File: src/rtl/edge_event_arbiter.sv
// edge_event_arbiter
// Collects rising edges on N_CH asynchronous level inputs into per-channel
// pending flags and hands them one at a time to a single consumer over a
// valid/ready handshake, using a round-robin search that starts at rr_ptr.
//
// Build option: define EDGE_ARB_OVERRUN_EN to enable the sticky per-channel
// overrun flags, which record an edge that arrived while that channel's
// event was still pending. Without it, overrun is tied to 0 and ovr_clr is
// ignored.
//
// Arbiter states:
//   state   | meaning
//   S_IDLE  | nothing offered; pick the next pending channel, if any
//   S_OFFER | evt_ch is offered with evt_valid=1 until the consumer takes it
module edge_event_arbiter #(
  parameter int N_CH  = 4,
  parameter int IDX_W = 2
) (
  input  logic              clk,
  input  logic              rst_n,
  input  logic [N_CH-1:0]   in,
  output logic              evt_valid,
  input  logic              evt_ready,
  output logic [IDX_W-1:0]  evt_ch,
  output logic [N_CH-1:0]   pending,
  output logic [N_CH-1:0]   overrun,
  input  logic              ovr_clr
);

  typedef enum logic {S_IDLE, S_OFFER} state_t;

  state_t            state_q;
  state_t            state_d;
  logic [N_CH-1:0]   f1;
  logic [N_CH-1:0]   f2;
  logic [N_CH-1:0]   rise;
  logic [N_CH-1:0]   clr_vec;
  logic [IDX_W-1:0]  rr_ptr;
  logic [IDX_W-1:0]  rr_ptr_nxt;
  logic              hs;
  logic              grant_found;
  logic [IDX_W-1:0]  grant_ch;
  logic [IDX_W-1:0]  cand_idx;
  int                cand;

  // Two-flop edge detector; resetting to 1 hides inputs already high at reset release.
  always_ff @(posedge clk or negedge rst_n) begin
    if (!rst_n) begin
      f1 <= '1;
      f2 <= '1;
    end else begin
      f1 <= in;
      f2 <= f1;
    end
  end

  assign rise = f1 & ~f2;

  // One-hot clear of the channel whose event is accepted this cycle.
  always_comb begin
    clr_vec = '0;
    if (hs) begin
      clr_vec[evt_ch] = 1'b1;
    end
  end

  // Pending flags: a new edge wins over a simultaneous handshake clear.
  always_ff @(posedge clk or negedge rst_n) begin
    if (!rst_n) begin
      pending <= '0;
    end else begin
      pending <= (pending & ~clr_vec) | rise;
    end
  end

`ifdef EDGE_ARB_OVERRUN_EN
  // Sticky overrun: an edge merged into a still-pending, not-being-cleared flag.
  always_ff @(posedge clk or negedge rst_n) begin
    if (!rst_n) begin
      overrun <= '0;
    end else begin
      overrun <= (overrun & ~{N_CH{ovr_clr}}) | (rise & pending & ~clr_vec);
    end
  end
`else
  logic ovr_clr_unused;
  assign ovr_clr_unused = ovr_clr;
  assign overrun        = '0;
`endif

  // Round-robin search: first pending channel at or above rr_ptr, wrapping.
  always_comb begin
    grant_found = 1'b0;
    grant_ch    = '0;
    cand        = 0;
    cand_idx    = '0;
    for (int off = 0; off < N_CH; off++) begin
      cand = int'(rr_ptr) + off;
      if (cand >= N_CH) begin
        cand = cand - N_CH;
      end
      cand_idx = cand[IDX_W-1:0];
      if (!grant_found && pending[cand_idx]) begin
        grant_found = 1'b1;
        grant_ch    = cand_idx;
      end
    end
  end

  // FSM state register.
  always_ff @(posedge clk or negedge rst_n) begin
    if (!rst_n) begin
      state_q <= S_IDLE;
    end else begin
      state_q <= state_d;
    end
  end

  // FSM next state: an offer is held until the consumer accepts it.
  always_comb begin
    state_d = state_q;
    if (state_q == S_IDLE) begin
      if (grant_found) begin
        state_d = S_OFFER;
      end
    end else begin
      if (evt_ready) begin
        state_d = S_IDLE;
      end
    end
  end

  // FSM outputs: valid while offering; a handshake is valid & ready.
  always_comb begin
    evt_valid = (state_q == S_OFFER);
    hs        = evt_valid & evt_ready;
  end

  assign rr_ptr_nxt = (evt_ch == IDX_W'(N_CH - 1)) ? '0 : evt_ch + 1'b1;

  // Offered channel is captured on grant; rr_ptr advances past it on handshake.
  always_ff @(posedge clk or negedge rst_n) begin
    if (!rst_n) begin
      evt_ch <= '0;
      rr_ptr <= '0;
    end else begin
      if (state_q == S_IDLE && grant_found) begin
        evt_ch <= grant_ch;
      end
      if (hs) begin
        rr_ptr <= rr_ptr_nxt;
      end
    end
  end

endmodule

File: config.mk
export PLATFORM = sky130hd
export DESIGN_NAME = edge_event_arbiter
export DESIGN_NICKNAME = d
export VERILOG_FILES = /design/src/rtl/edge_event_arbiter.sv
export SDC_FILE = /design/constraint.sdc
export NUM_CORES = 1
export LEC_CHECK = 0
export CAP_MARGIN = 25
export CORE_MARGIN = 4
export CORE_UTILIZATION = 45
export DETAILED_ROUTE_END_ITERATION = 8
export PLACE_DENSITY = 0.84
export SLEW_MARGIN = 30
export SYNTH_ARGS = -nofsm -noshare
export SYNTH_HDL_FRONTEND = slang
export SYNTH_SLANG_ARGS = --single-unit
File: constraint.sdc
create_clock -name clk -period 1.4 [get_ports clk]
set_input_delay 0.28 -clock clk [delete_from_list [all_inputs] [get_ports clk]]
set_output_delay 0.28 -clock clk [all_outputs]
set_load 0.02 [all_outputs]
* After elaboration in Yosys (flattened, before gate mapping)
Cells that the tools add are included.
** Storage, ports and cells
- Bits in latches :: 0
- Output and inout port bits :: 11
- Bits in read-only memories :: 0
- Word-level logic and storage cells :: 67
- Input bits :: 8
- Bits in writable memories :: 0
- Memories :: 0
- Register bits after elaboration :: 17
** Operators by class
- Bitwise logic cells :: 7
- Add/sub/neg operators :: 8
- Muxes and demuxes :: 27
- Divide/modulo/power cells :: 0
- $lt $le $gt $ge :: 10
- Equal/unequal tests :: 1
- Multipliers :: 0
- Shift operators :: 0
- Reductions and logical operators :: 8
** Operator list (number)
- 2-bit 2-to-1 mux :: 9
- 2-bit by 3-bit less-than comparator with 1-bit output, second input constant :: 5
- 1-bit 2-to-1 mux :: 12
- 3-bit >= comparator, second input constant :: 3
- 4-bit AND :: 2
- 1-bit binary-select mux with 2-bit select :: 4
- 4-bit NOT :: 2
- 2-bit by 1-bit subtractor with 2-bit output, second input constant :: 4
- 2-bit by 2-bit adder with 3-bit output, second input constant :: 2
- 1-bit logical AND :: 5
- 4-bit 2-to-1 mux :: 1
- 4-bit OR :: 1
- 2-bit by 1-bit adder with 3-bit output, second input constant :: 1
- 2-bit by 3-bit >= comparator with 1-bit output, second input constant :: 1
- 1-bit zero test :: 3
- 2-bit by 1-bit adder with 2-bit output, second input constant :: 1
- 1-bit demux with 2-bit select :: 1
- 2-bit == test, second input constant :: 1
- 2-bit by 1-bit >= comparator with 1-bit output, second input constant :: 1
- 1-bit AND :: 1
- 1-bit NOT :: 1

* Longest topological paths before layout
Gate-level depths: netlist of run 1.
- Word-level depth :: 16
- Depth in mapped cells :: 5
- Gate-level depth less buffers :: 5

* Worst setup path before layout of run 1
No wires, ideal clock.
- Path kind :: flip-flop to flip-flop
- Start point :: register pending[0]
- End point :: register evt_ch[0]
- Arrival :: 1.166 ns
- Path buffers :: 0
- Setup time :: 0.121 ns
- Cell stages (with the launch flop) :: 5
- Setup slack :: 0.113 ns
- Data required time :: 1.279 ns
- Clock period less this slack :: 1.287 ns
- Cell sequence :: dfrtp_1 > nor4_2 > or2_4 > a21oi_2 > a22o_1
** Between the ends
- Longest elaborated chain between the ends :: 13
- Elaborated cells between the ends (all ways) :: 23
- Those cells by class :: mux: 16; reduce/logical: 7
** Ends and longest elaborated chain
- start, declared :: line 25 : output logic [N_CH-1:0] pending,
- start signal, assigned :: line 72 : pending <= (pending & ~clr_vec) | rise;
- 1-bit binary-select mux with 2-bit select :: line 103 : if (!grant_found && pending[cand_idx]) begin
- 1-bit 2-to-1 mux (not written as such) :: line 103
- 1-bit 2-to-1 mux :: line 103
- 1-bit zero test :: line 103
- 1-bit logical AND :: line 103
- 1-bit 2-to-1 mux :: line 103
- 1-bit zero test :: line 103
- 1-bit logical AND :: line 103
- 1-bit 2-to-1 mux :: line 103
- 1-bit zero test :: line 103
- 1-bit logical AND :: line 103
- 1-bit 2-to-1 mux :: line 103
- 1-bit logical AND :: line 147 : if (state_q == S_IDLE && grant_found) begin
- end signal, assigned :: line 148 : evt_ch <= grant_ch;
- end, declared :: line 24 : output logic [IDX_W-1:0] evt_ch,
Several ways; a longest one is shown, not always the timed one. The select of a mux whose other input is x is not followed.
A chain may end at the register's enable or synchronous reset.

* Worst setup path in the final report of run 1
- Start point :: register pending[0]
- End point :: output pending[0]
No word-level cell between the ends.

==> results of run 1 <==
## area by class of cell
type,instances,area [um2]
Fill cell,128,604.3
Timing Repair Buffer,19,167.7
Tap cell,16,20.02
Clock buffer,4,26.28
Inverter,9,33.78
Multi-Input combinational cell,40,254.0
Sequential cell,17,435.4
## power groups by stage
| stage | Sequential, mW | Combinational (mW) | Clock (mW) |
|---|---|---|---|
| final | 0.723 | 0.676 | 0.260 |
| after CTS | 0.725 | 0.681 | 0.274 |
| after global routing | 0.740 | 0.742 | 0.291 |
| after global placement | 0.726 | 0.697 | 0 |
| after detailed placement | 0.740 | 0.723 | 0 |
| after floorplan | 0.843 | 0.283 | 0 |
## state kept, by name (all words and copies together) (netlist names)
signal,cells
f1,4
f2,4
pending,4
evt_ch,2
rr_ptr,2
evt_valid,1
## per-layer routing
metal  vias up  track usage [%]  share of wire, %
met4         0            6.726              0.65
met5         -                0                 0
met2        14            18.91                52
met3         2            1.840               5.9
li1        254                -                 -
met1       240            12.60                42
## cell families after synthesis
| logic type | synth area share [%] |
|---|---|
| compound gates | 11.72 |
| fa+ha+maj | 6.700 |
| buf+inv | 9.212 |
| flops | 58.29 |
| mux | 3.015 |
| other cells | 0.5020 |
| simple gates | 10.55 |
## cells in the final DEF, fill, tap and decap left out, drive strengths merged, types with 4 or more instances in the layout
cell,instances
nand2,9
o21ai,6
clkdlybuf4s50,6
ha,4
dfrtp,9
dfstp,8
conb,4
dlygate4sd2,6
buf,6
clkbuf,4
inv,9
## final timing paths
kind / startpoint / end / slack (ns) / cells past startpoint
setup / recovery: pending[0]$_DFF_PN0_ / pending[0] / 0.07 / 1
hold / removal: rst_n / pending[0]$_DFF_PN0_ / 0.30 / 2
setup reg to reg: pending[0]$_DFF_PN0_ / evt_ch[0]$_DFFE_PN0P_ / 0.12 / 4
hold reg to reg: f1[2]$_DFF_PN1_ / f2[2]$_DFF_PN1_ / 0.37 / 0
max in group asynchronous: rst_n / f2[3]$_DFF_PN1_ / 0.85 / 2
min in group clk: f1[2]$_DFF_PN1_ / f2[2]$_DFF_PN1_ / 0.37 / 0
## metrics by stage
step | setup TNS, ns | worst slack (ns) | area, um2
after floorplan | 0 | 0.1131 | 758.2
after global placement | -0.1020 | -0.04560 | 918.4
after detailed placement | -0.1459 | -0.05422 | 918.4
after CTS | 0 | 0.02282 | 935.9
after global routing | 0 | 0.01528 | 937.1
final | 0 | 0.06526 | 937.1
==> impl_summary.log, run 1 <==
INFO  metric result_of_the_run = finished, final reports clean
INFO  metric initial_utilization = 48.46%
INFO  metric drive_above_1_share = 25.84%
INFO  metric period_needed = approximately 1.3 ns
INFO  metric cap_violations = 0
INFO  metric final-hold-violation-count = 0
INFO  metric cts.sink_count = 17
INFO  metric grt_antenna_before_repair = 0
INFO  metric cells_traversed_along_the_worst_timing_path = clkdlybuf4s15_1
INFO  metric max-clock-path-buffers = 2
INFO  metric clock_tree.root_cell = clkbuf_4
INFO  metric vdd_ir_drop_max = roughly 0.00091 V
INFO  metric clock_tree_from_tritoncts = built
INFO  metric clock_tree.htree_level_count = 1
INFO  metric placed_cells = about 100
INFO  metric ys_seq_elements = 17
INFO  metric drt_iter0_markers = 7
INFO  metric final-setup-viol-count = 0
INFO  metric grt_start_max_net_pins = 18
INFO  metric num_vias = between 500 and 600
INFO  metric layout.cells.non_filler = 105
INFO  metric p_sw_share = 37.61%
INFO  metric pin_count = 19
INFO  metric dr.pass1.iters = 2
INFO  metric diodes = 0
INFO  metric crit_path_max_incr_delay = 0.44 ns
INFO  metric synth_area_leaders = dfrtp_1 30%, dfstp_2 28%, ha_1 6.7%
INFO  metric grt_pass1_vias = 494
INFO  metric min_period_over_period = 95.34%
INFO  metric timing.critical_path.arrival = 1.05 ns
INFO  metric grt_pass1_wl = 2028 um
INFO  metric area_growth_syn_to_layout = 25.46%
INFO  metric synth_unique_cells = 22
INFO  metric postRouteAntennaNets = 0
INFO  metric synthesis.area_per_instance = 10.98 um2
INFO  metric place.gp.congestion = 0.7629
INFO  metric totalPowerFinal = 1.659 mW
INFO  metric grt_usage = 11.03%
INFO  metric netlist_area = 747.0 um2
INFO  metric postSynth.topFlopCell = dfrtp_1
INFO  metric grt_setup_unrepaired = no
INFO  metric smallest_hold_slack = 0.3035 ns
INFO  metric yosys-top-cells-count = 9 x dfrtp_1, 9 x inv_1, 9 x nand2_1
INFO  metric utilization = 60.80%
INFO  metric vias_per_cell = about 4.9
INFO  metric floorplan.die.width = 48.74 um
INFO  metric post_cts.repair.setup_buffers = 0
INFO  metric cp_capture_type = output port
INFO  metric ctsHoldBuffers = 0
INFO  metric crit_fanout = 6
INFO  metric core.rowCount = 14
INFO  metric crit_required = 1.12 ns
INFO  metric share_seq_of_total_power = 43.6%
INFO  metric internal-power = 1.035 mW
INFO  metric critical_path_class = reg2out
INFO  metric path_delay_family = flip-flops
INFO  metric hold_path.class = in2async
INFO  metric synth_top_cell_by_area = dfrtp_1
INFO  metric design.die.area = 2376 um2
INFO  metric worstSkewPairLatency = 0.28 ns
INFO  metric route.detailed.wl_per_inst = 11.78 um
INFO  metric die_extent_in_y = roughly 49 um
INFO  metric yosysSeqAreaShare = 58.29%
INFO  metric buffering_stage_count_on_the_worst_path_with_inverters_included = 1
INFO  metric p_leak = 0.4481 nW
INFO  metric drc = 0
INFO  metric post_cts_sizing = 7
INFO  metric final.setup_skew = 0.002811 ns
INFO  metric critPathSlowestCell = dfrtp_1
INFO  metric clock_network_fraction_of_design_power = 15.7%
INFO  metric synth_top_area_share = 30.15%
INFO  metric p_per_area = 1770 nW/um2
INFO  metric register_clock_pin_slew_on_the_reported_worst_setup_and_hold_paths = 0.10 ns
INFO  metric fmaxAchievable = roughly 0.75 GHz
INFO  metric fin_nets = just over 100
INFO  metric ys_warn_count = 0
INFO  metric switchingPower = 0.6241 mW
INFO  metric final_max_tran_viols = 0
INFO  metric port_buffers = 13
INFO  metric async_flop_share = 100.0%
INFO  metric p_comb_share = about two fifths
INFO  metric cts_inserted_buffers = 3
INFO  metric core = between 1500 and 2000 um2
INFO  metric start_kind = flop
INFO  metric post_synth_edffs = 0
INFO  metric gr-total-overflow = 0
INFO  metric post_synthesis_cells = 68
INFO  metric totalWireLength = 1237 um
No activity file was read; power rests on OpenSTA's default activity.
==> inputs of run 2 (changes only) <==
--- a/config.mk
+++ b/config.mk
@@ -8,6 +8,7 @@
 export CAP_MARGIN = 25
 export CORE_MARGIN = 4
 export CORE_UTILIZATION = 45
+export CTS_CLUSTER_SIZE = 40
 export DETAILED_ROUTE_END_ITERATION = 8
 export PLACE_DENSITY = 0.84
 export SLEW_MARGIN = 30
==> results of run 2 <==
No change in the layout: final DEF, timing and power equal those of run 1.
